--- src/rtl/memctrl_nport.sv ---
// memctrl_nport: N-port byte-serial memory controller.
// Arbitrates between NPORT requesters (round-robin or fixed priority), then
// moves 1, 2 or 4 bytes over an 8-bit memory bus, one byte per cycle,
// little-endian.
//
// Ports
//   clk_in, rst_in    system clock, synchronous active-high reset
//   rdy_in            global enable; low freezes the controller
//   clear             pipeline flush (aborts loads, never stores)
//   mem_din           read data, valid one cycle after its address
//   mem_dout/mem_a    write byte / byte address (zero outside a transfer)
//   mem_wr            write strobe (1 = write)
//   io_buffer_full    stores into the I/O region are held off while set
//   req_*             per-port request: valid, addr, wdata,
//                     type = {store, unsigned, size[1:0]}
//   resp_valid        one-hot completion pulse
//   resp_data         load result (zero for stores)
//
// state | meaning
// ------+--------------------------------------------------------------
// IDLE  | pick one eligible port, latch its request
// XFER  | drive one byte address per cycle (writes for stores)
// TAIL  | loads only: capture the final byte, raise the response next

module memctrl_nport #(
    parameter int         NPORT = 2,
    parameter int         RR    = 1,
    parameter logic [1:0] IO_HI = 2'b11
) (
    input  logic                clk_in,
    input  logic                rst_in,
    input  logic                rdy_in,
    input  logic                clear,
    input  logic [7:0]          mem_din,
    output logic [7:0]          mem_dout,
    output logic [31:0]         mem_a,
    output logic                mem_wr,
    input  logic                io_buffer_full,
    input  logic [NPORT-1:0]    req_valid,
    input  logic [32*NPORT-1:0] req_addr,
    input  logic [32*NPORT-1:0] req_wdata,
    input  logic [4*NPORT-1:0]  req_type,
    output logic [NPORT-1:0]    resp_valid,
    output logic [31:0]         resp_data
);

    typedef enum logic [1:0] {
        IDLE = 2'd0,
        XFER = 2'd1,
        TAIL = 2'd2
    } state_t;

    state_t      state_q, state_d;
    logic [31:0] addr_q, addr_d;
    logic [31:0] wdata_q, wdata_d;
    logic [3:0]  typ_q, typ_d;
    logic [1:0]  port_q, port_d;
    logic [2:0]  idx_q, idx_d;
    logic [31:0] cap_q, cap_d;
    logic [3:0]  resp_vec_q, resp_vec_d;
    logic [31:0] resp_data_q, resp_data_d;
    logic [1:0]  ptr_q, ptr_d;
    logic        stall_q, stall_d;
    logic [7:0]  din_hold_q, din_hold_d;

    // Requests spread into fixed 4-entry arrays so the grant index can
    // address them without width games for small NPORT.
    logic [31:0] p_addr  [4];
    logic [31:0] p_wdata [4];
    logic [3:0]  p_type  [4];
    logic [3:0]  elig;

    always_comb begin
        for (int i = 0; i < 4; i++) begin
            p_addr[i]  = '0;
            p_wdata[i] = '0;
            p_type[i]  = '0;
            elig[i]    = 1'b0;
        end
        for (int i = 0; i < NPORT; i++) begin
            p_addr[i]  = req_addr[32*i +: 32];
            p_wdata[i] = req_wdata[32*i +: 32];
            p_type[i]  = req_type[4*i +: 4];
            // A store into the I/O region waits while the UART is full,
            // but never blocks other ports.
            elig[i] = req_valid[i] &&
                      !(req_type[4*i+3] && (req_addr[32*i+16 +: 2] == IO_HI) && io_buffer_full);
        end
    end

    logic       gnt_found;
    logic [1:0] gnt_idx;
    logic [1:0] cand;

    always_comb begin
        gnt_found = 1'b0;
        gnt_idx   = 2'd0;
        cand      = 2'd0;
        for (int off = 0; off < NPORT; off++) begin
            if (RR != 0) cand = 2'((int'(ptr_q) + 1 + off) % NPORT);
            else         cand = 2'(off);
            if (!gnt_found && elig[cand]) begin
                gnt_found = 1'b1;
                gnt_idx   = cand;
            end
        end
    end

    logic       is_store;
    logic [2:0] last_idx;
    logic       last_byte;
    logic [1:0] cap_pos;
    logic [7:0] din_eff;

    assign is_store  = typ_q[3];
    assign last_byte = (idx_q == last_idx);
    // Byte arriving now belongs to the address driven one cycle earlier.
    assign cap_pos   = idx_q[1:0] - 2'd1;
    // After a stall the address has been held, so mem_din now reflects the
    // held address; the byte that was due is the one sampled on stall entry.
    assign din_eff   = stall_q ? din_hold_q : mem_din;

    always_comb begin
        case (typ_q[1:0])
            2'd0:    last_idx = 3'd0;
            2'd1:    last_idx = 3'd1;
            default: last_idx = 3'd3;
        endcase
    end

    logic [31:0] load_raw;
    logic [31:0] load_ext;

    always_comb begin
        load_raw = cap_q;
        load_raw[{last_idx[1:0], 3'b000} +: 8] = din_eff;
        case (typ_q[1:0])
            2'd0:    load_ext = typ_q[2] ? {24'd0, load_raw[7:0]}
                                         : {{24{load_raw[7]}}, load_raw[7:0]};
            2'd1:    load_ext = typ_q[2] ? {16'd0, load_raw[15:0]}
                                         : {{16{load_raw[15]}}, load_raw[15:0]};
            default: load_ext = load_raw;
        endcase
    end

    // FSM: state register
    always_ff @(posedge clk_in) begin
        if (rst_in) state_q <= IDLE;
        else        state_q <= state_d;
    end

    // FSM: next state
    always_comb begin
        state_d = state_q;
        if (rdy_in) begin
            case (state_q)
                IDLE: if (!clear && gnt_found) state_d = XFER;
                XFER: begin
                    if (clear && !is_store) state_d = IDLE;
                    else if (last_byte)     state_d = is_store ? IDLE : TAIL;
                end
                TAIL:    state_d = IDLE;
                default: state_d = IDLE;
            endcase
        end
    end

    // FSM: outputs
    always_comb begin
        mem_a    = '0;
        mem_wr   = 1'b0;
        mem_dout = '0;
        if (state_q == XFER) begin
            mem_a = addr_q + {29'd0, idx_q};
            if (is_store) begin
                mem_wr   = rdy_in;
                mem_dout = wdata_q[{idx_q[1:0], 3'b000} +: 8];
            end
        end
    end

    // Datapath next values
    always_comb begin
        addr_d      = addr_q;
        wdata_d     = wdata_q;
        typ_d       = typ_q;
        port_d      = port_q;
        idx_d       = idx_q;
        cap_d       = cap_q;
        resp_vec_d  = resp_vec_q;
        resp_data_d = resp_data_q;
        ptr_d       = ptr_q;
        stall_d     = !rdy_in;
        din_hold_d  = din_hold_q;
        if (!rdy_in) begin
            if (!stall_q) din_hold_d = mem_din;
        end else begin
            resp_vec_d = '0;
            case (state_q)
                IDLE: begin
                    if (!clear && gnt_found) begin
                        addr_d  = p_addr[gnt_idx];
                        wdata_d = p_wdata[gnt_idx];
                        typ_d   = p_type[gnt_idx];
                        port_d  = gnt_idx;
                        ptr_d   = gnt_idx;
                        idx_d   = 3'd0;
                        cap_d   = '0;
                    end
                end
                XFER: begin
                    if (!(clear && !is_store)) begin
                        idx_d = idx_q + 3'd1;
                        if (!is_store && (idx_q != 3'd0))
                            cap_d[{cap_pos, 3'b000} +: 8] = din_eff;
                        if (is_store && last_byte) begin
                            resp_vec_d[port_q] = 1'b1;
                            resp_data_d        = '0;
                        end
                    end
                end
                TAIL: begin
                    if (!clear) begin
                        resp_vec_d[port_q] = 1'b1;
                        resp_data_d        = load_ext;
                    end
                end
                default: ;
            endcase
        end
    end

    always_ff @(posedge clk_in) begin
        if (rst_in) begin
            addr_q      <= '0;
            wdata_q     <= '0;
            typ_q       <= '0;
            port_q      <= '0;
            idx_q       <= '0;
            cap_q       <= '0;
            resp_vec_q  <= '0;
            resp_data_q <= '0;
            ptr_q       <= 2'(NPORT - 1);
            stall_q     <= 1'b0;
            din_hold_q  <= '0;
        end else begin
            addr_q      <= addr_d;
            wdata_q     <= wdata_d;
            typ_q       <= typ_d;
            port_q      <= port_d;
            idx_q       <= idx_d;
            cap_q       <= cap_d;
            resp_vec_q  <= resp_vec_d;
            resp_data_q <= resp_data_d;
            ptr_q       <= ptr_d;
            stall_q     <= stall_d;
            din_hold_q  <= din_hold_d;
        end
    end

    assign resp_valid = resp_vec_q[NPORT-1:0];
    assign resp_data  = resp_data_q;

endmodule

--- config.mk ---
export PLATFORM = sky130hd
export DESIGN_NAME = memctrl_nport
export DESIGN_NICKNAME = d
export VERILOG_FILES = /design/src/rtl/memctrl_nport.sv
export SDC_FILE = /design/constraint.sdc
export NUM_CORES = 1
export LEC_CHECK = 0
export CAP_MARGIN = 15
export CORE_UTILIZATION = 30
export CTS_CLUSTER_DIAMETER = 100
export CTS_CLUSTER_SIZE = 8
export DETAILED_ROUTE_END_ITERATION = 7
export GPL_TIMING_DRIVEN = 0
export HOLD_SLACK_MARGIN = 0.08
export SLEW_MARGIN = 20
export SYNTH_ARGS = -nofsm -noshare
export SYNTH_HDL_FRONTEND = slang
export SYNTH_SLANG_ARGS = --single-unit
export TNS_END_PERCENT = 5
--- constraint.sdc ---
create_clock -name clk_in -period 5.56 [get_ports clk_in]
set_input_delay 0.834 -clock clk_in [delete_from_list [all_inputs] [get_ports clk_in]]
set_output_delay 0.834 -clock clk_in [all_outputs]
set_load 0.02 [all_outputs]
[Yosys cells after proc, flatten, opt, wreduce, memory -nomap -nowiden]
Cells that the tools add are included.
Storage, ports and cells
  register bits after elaboration: 151
  output and inout bits: 75
  logic and storage cells: 123
Operators by class
  add/subtract/negate cells: 7
  order comparisons: 5
  equal/unequal tests: 12
  shift operators: 5
  mux-type cells: 51
  bitwise logic cells: 3
  reductions and logical operators: 28
Operators with widths (number)
  32-bit 2-to-1 mux: 13
  32-bit one-hot mux with 2 select lines: 3
  32-bit binary-select mux with 2-bit select: 2
  32-bit bitwise mux: 2
  8-bit by 7-bit variable shift with 32-bit output (first input constant): 2
  8-bit by 7-bit variable part select with 32-bit output: 2
  32-bit by 3-bit adder with 32-bit output: 1
  32-bit by 6-bit variable part select with 8-bit output: 1
  8-bit 2-to-1 mux: 3
  2-bit 2-to-1 mux: 9
  5-bit negator with 7-bit output: 2
  1-bit logical AND: 12
  2-bit one-hot mux with 2 select lines: 3
  5-bit AND reduction: 2
  2-bit by 3-bit < comparator with 1-bit output (second input constant): 3
  4-bit binary-select mux with 2-bit select: 1
  4-bit 2-to-1 mux: 2
  1-bit 2-to-1 mux: 7
  2-bit == test (second input constant): 3
  1-bit logical NOT: 6
  3-bit 2-to-1 mux: 2
  2-bit inequality test (second input constant): 3
  3-bit one-hot mux with 2 select lines: 1
  3-bit AND reduction: 2
  17 further kinds: 24

[Depth between registers and ports, before layout]
  word-level depth: 15
  mapped depth: 9
  mapped depth without buffers: 6

[Worst setup path before layout]
Ideal clock, no wire load.
  path type: register to output
  from: register idx_q[0]
  to: output mem_a[30]
  arrival: 2.064 ns
  required time: 4.726 ns
  path slack: 2.662 ns
  stages on the path, launching flop included: 8
  path buffers: 1
  path through: dfxtp_1 > ha_1 > fa_1 > a21o_1 > nand2_4 > buf_4 > or4_1 > a21oi_1
Between the ends
  word-level cells in the longest chain between the ends: 2
RTL lines
  start: declaration: RTL line 58  | logic [2:0] idx_q, idx_d;
  start signal: assignment: RTL line 251  | idx_q <= idx_d;
  32-bit by 3-bit adder with 32-bit output: RTL line 174  | mem_a = addr_q + {29'd0, idx_q};
  32-bit 2-to-1 mux: RTL line 173  | if (state_q == XFER) begin
  end: declaration: RTL line 36  | output logic [31:0] mem_a,
Every way passes these cells.

[Worst setup path in the final report]
  from: register idx_q[2]
  to: output mem_a[31]
Same word-level chain as after synthesis.

==> flow_summary.yaml <==
min_path:
  whs_path_depth: 2
  holdPathEnd: "resp_vec_q[1]"
  holdCritStartpoint: "resp_vec_q[1]"
  min_path_type: "flip-flop to flip-flop"
synth:
  synth-compound-area-share: 0.224
  yosys.area_share.adder: 0.0182
  synth_edf_count: 0
  synth_top_family_by_area: "simple AND/OR/NAND/NOR gates"
  yosys.area_share.simple: 0.232
  syn_nets: 1138
  synth_area_per_cell_um2: 8.16
  yosysSeqAreaShare: 0.357
  ys.flop_type: "dfxtp_1"
  ys_types: 60
  synthMuxAreaShare: 0.0969
  synth_top_area_frac: 0.357
  synth_area_um2: 7970
  synth_area_leader_cell: "dfxtp_1"
  synthArstFlopShare: 0
  yosysWarnings: 0
  synth-seq-cells: 142
  synthXorXnorAreaFrac: 0.0143
  synth.area.top_cells: "dfxtp_1 (36%), nand2_1 (8.5%), a311oi_1 (7.3%), mux2i_1 (6.2%), a21oi_1 (5.9%)"
  syn_inst: 976
cts:
  clkSlewWorstSetupHoldPaths_ns: 0.06
  insertion_delay_ns: 0.44
  post-cts-setup-buffer-count: 0
  ctsResizeCount: 0
  cts_hold_buf: 0
  cts_buffer_depth: 2
  numCtsBuffers: 17
  cts_tree: "yes"
  cts.htree.levels: 4
  clock-sinks: 142
  ctsRootBufferMaster: "clkbuf_16"
routing:
  avgRoutedWirePerCell_um: 18.3
  drcViolationCount: 0
  drtAntennaViolNets: 0
  drt-initial-drc-count: 444
  wl_um: 28700
  vias: 8234
  via_per_inst: 5.25
  firstDrtPassIters: 6
power:
  intPower_mw: 2.11
  leakagePower_nw: 4.13
  power_frac_seq: 0.383
  swShare: 0.275
  combPwrFrac: 0.178
  p_per_area_nw_per_um2: 258
  p_clk_frac: 0.440
  switching_power_uw: 801
  peakVddDrop_mv: 0.186
sta:
  period_minus_slack_ns: 4.15
  fin_crit_sh: 0.747
  slew_viol_final: 0
  finalSetupViolations: 0
  clock_skew_ns: 0.0118
  final.setup.tns_ns: 0
  max_slew.worst_pin.slew_ns: 1.01
  relSlewSlack: 0.324
  max_freq_mhz: 241
  hold_viol_final: 0
  rsz0062_at_grt: "false"
  worst_slack_ns: 1.41
finish:
  final_common_cell: "clkdlybuf4s50_1"
  insertedDiodeCount: 0
  nets: 1382
  drive_above_1_share: 0.0722
  multi_input_area_um2: 4660
  final-seq-area_um2: 2840
  design_area_um2: 11300
  area_growth_pct: 41.7
  fill_cells: 2609
  final_core_util: 0.433
  final_cell_mix: "clkdlybuf4s50_1 (225), nand2_1 (181), dfxtp_1 (142)"
  final_cells: 1568
outcome:
  status: "finished, final reports clean"
placement:
  placed_cells: 1536
  port-buffer-count: 225
  globalplace.congestion: 0.869
  dp_hpwl_um: 22200
  place_ws_ns: 1.59
  placed_area_um2: 10600
global_route:
  grt_pass1_wl_um: 44700
  grt_usage: 0.217
  antenna_found_initial: 1
  grt_max_degree: 17
  overflow: 0
  first_global_vias: 8114
setup_path:
  rr_startpoint: "idx_q[1]"
  worstPathRequired_ns: 4.73
  crit_path_end_kind: "output pin"
  cp.arrival_ns: 3.32
  reg2reg_depth: 7
  critical_path_class: "flip-flop to output pin"
  critPathLaunchType: "flip-flop"
  critPathMaxFanout: 10
  r2r_setup_slack_ns: 2.75
  r2r_end: "cap_q[13]"
floorplan:
  std_cell_rows: 59
  die-area_um2: 27200
  dieHeight_um: 165
  initial_core_util: 0.306
  die_w_um: 165
  core_area_um2: 26100
  ios: 226
run:
  drv_cap: 0
[power by group through the flow]
stage / Clock, mW / Sequential (mW) / Combinational [mW]
floorplan: 0 / 1.12 / 0.291
global placement: 0 / 1.14 / 0.513
detailed placement: 0 / 1.14 / 0.515
CTS: 1.30 / 1.11 / 0.516
global route: 1.35 / 1.12 / 0.565
finish: 1.28 / 1.12 / 0.517
[how the worst max path moves through the flow]
stage / from / to / slack (ns) / cells after the start
finish: idx_q[2] / mem_a[31] / 1.41 / 7
global route: idx_q[0] / mem_a[30] / 1.28 / 8
CTS: idx_q[0] / mem_a[30] / 1.47 / 8
detailed placement: rdy_in / mem_wr / 1.59 / 5
global placement: rdy_in / mem_wr / 1.59 / 5
floorplan: idx_q[0] / mem_a[30] / 2.66 / 7
[Yosys cell counts (7+ instances only)]
library cell  number
a21o_1             9
a21oi_1           94
a22o_1             8
a311oi_1          66
and3_1            13
and4_1             7
buf_2             30
buf_4              8
clkbuf_1          48
dfxtp_1          142
ha_1              10
inv_1             13
mux2_1             9
mux2i_1           49
mux4_2             8
nand2_1          181
nand2b_1          52
nand3_1           17
nand4_1            9
nor2_1            48
nor2b_1           13
o211ai_1           8
o21ai_0           27
o31ai_1           20
or4_1             15
xnor2_1            7
[layer usage]
metal	vias up	track usage	wire length, um
met1	3829	0.271	12400
met5	-	0	12
met3	42	0.0620	2340
met2	323	0.354	13300
met4	2	0.0751	613
li1	4038	-	-
[stage by stage]
stage | total power, mW | hold WS (ns)
floorplan | 1.41 | 0.425
global placement | 1.65 | 0.439
detailed placement | 1.65 | 0.447
CTS | 2.93 | 0.456
global route | 3.03 | 0.473
finish | 2.91 | 0.450
[state kept, by name, summed over array words and instances, names as in the netlist, 2 cells and up]
| register | cells |
|---|---|
| resp_vec_q | 2 |
| state_q | 2 |
| din_hold_q | 8 |
| typ_q | 4 |
| wdata_q | 32 |
| idx_q | 3 |
| addr_q | 32 |
| resp_data | 32 |
| cap_q | 24 |
[critical path, cell delays in order, from the launching register on]
cell and delay, ns:
dfxtp_1 0.46, ha_1 0.34, a21oi_1 0.38, a21o_1 0.38, buf_2 0.33, nor4_1 0.10
mux2i_1 0.24, clkdlybuf4s50_1 0.65
[cell type report]
type                    instances  area share
plain buffers                  90      0.0367
repair buffers                225       0.199
inverters                      14     0.00465
clock buffers                  18      0.0389
flip-flops and latches        142       0.252
clock inverters                14      0.0191
multi-input cells             730       0.412
well taps                     335      0.0371
[cells by family after synthesis]
family                   after synthesis
AO/OA/AOI/OAI                        262
XOR/XNOR                              13
AND/OR/NAND/NOR                      378
buffers and inverters                104
flip-flops                           142
adder cells (fa/ha/maj)               11
multiplexers                          66
Power figures use the tool's default switching activity.
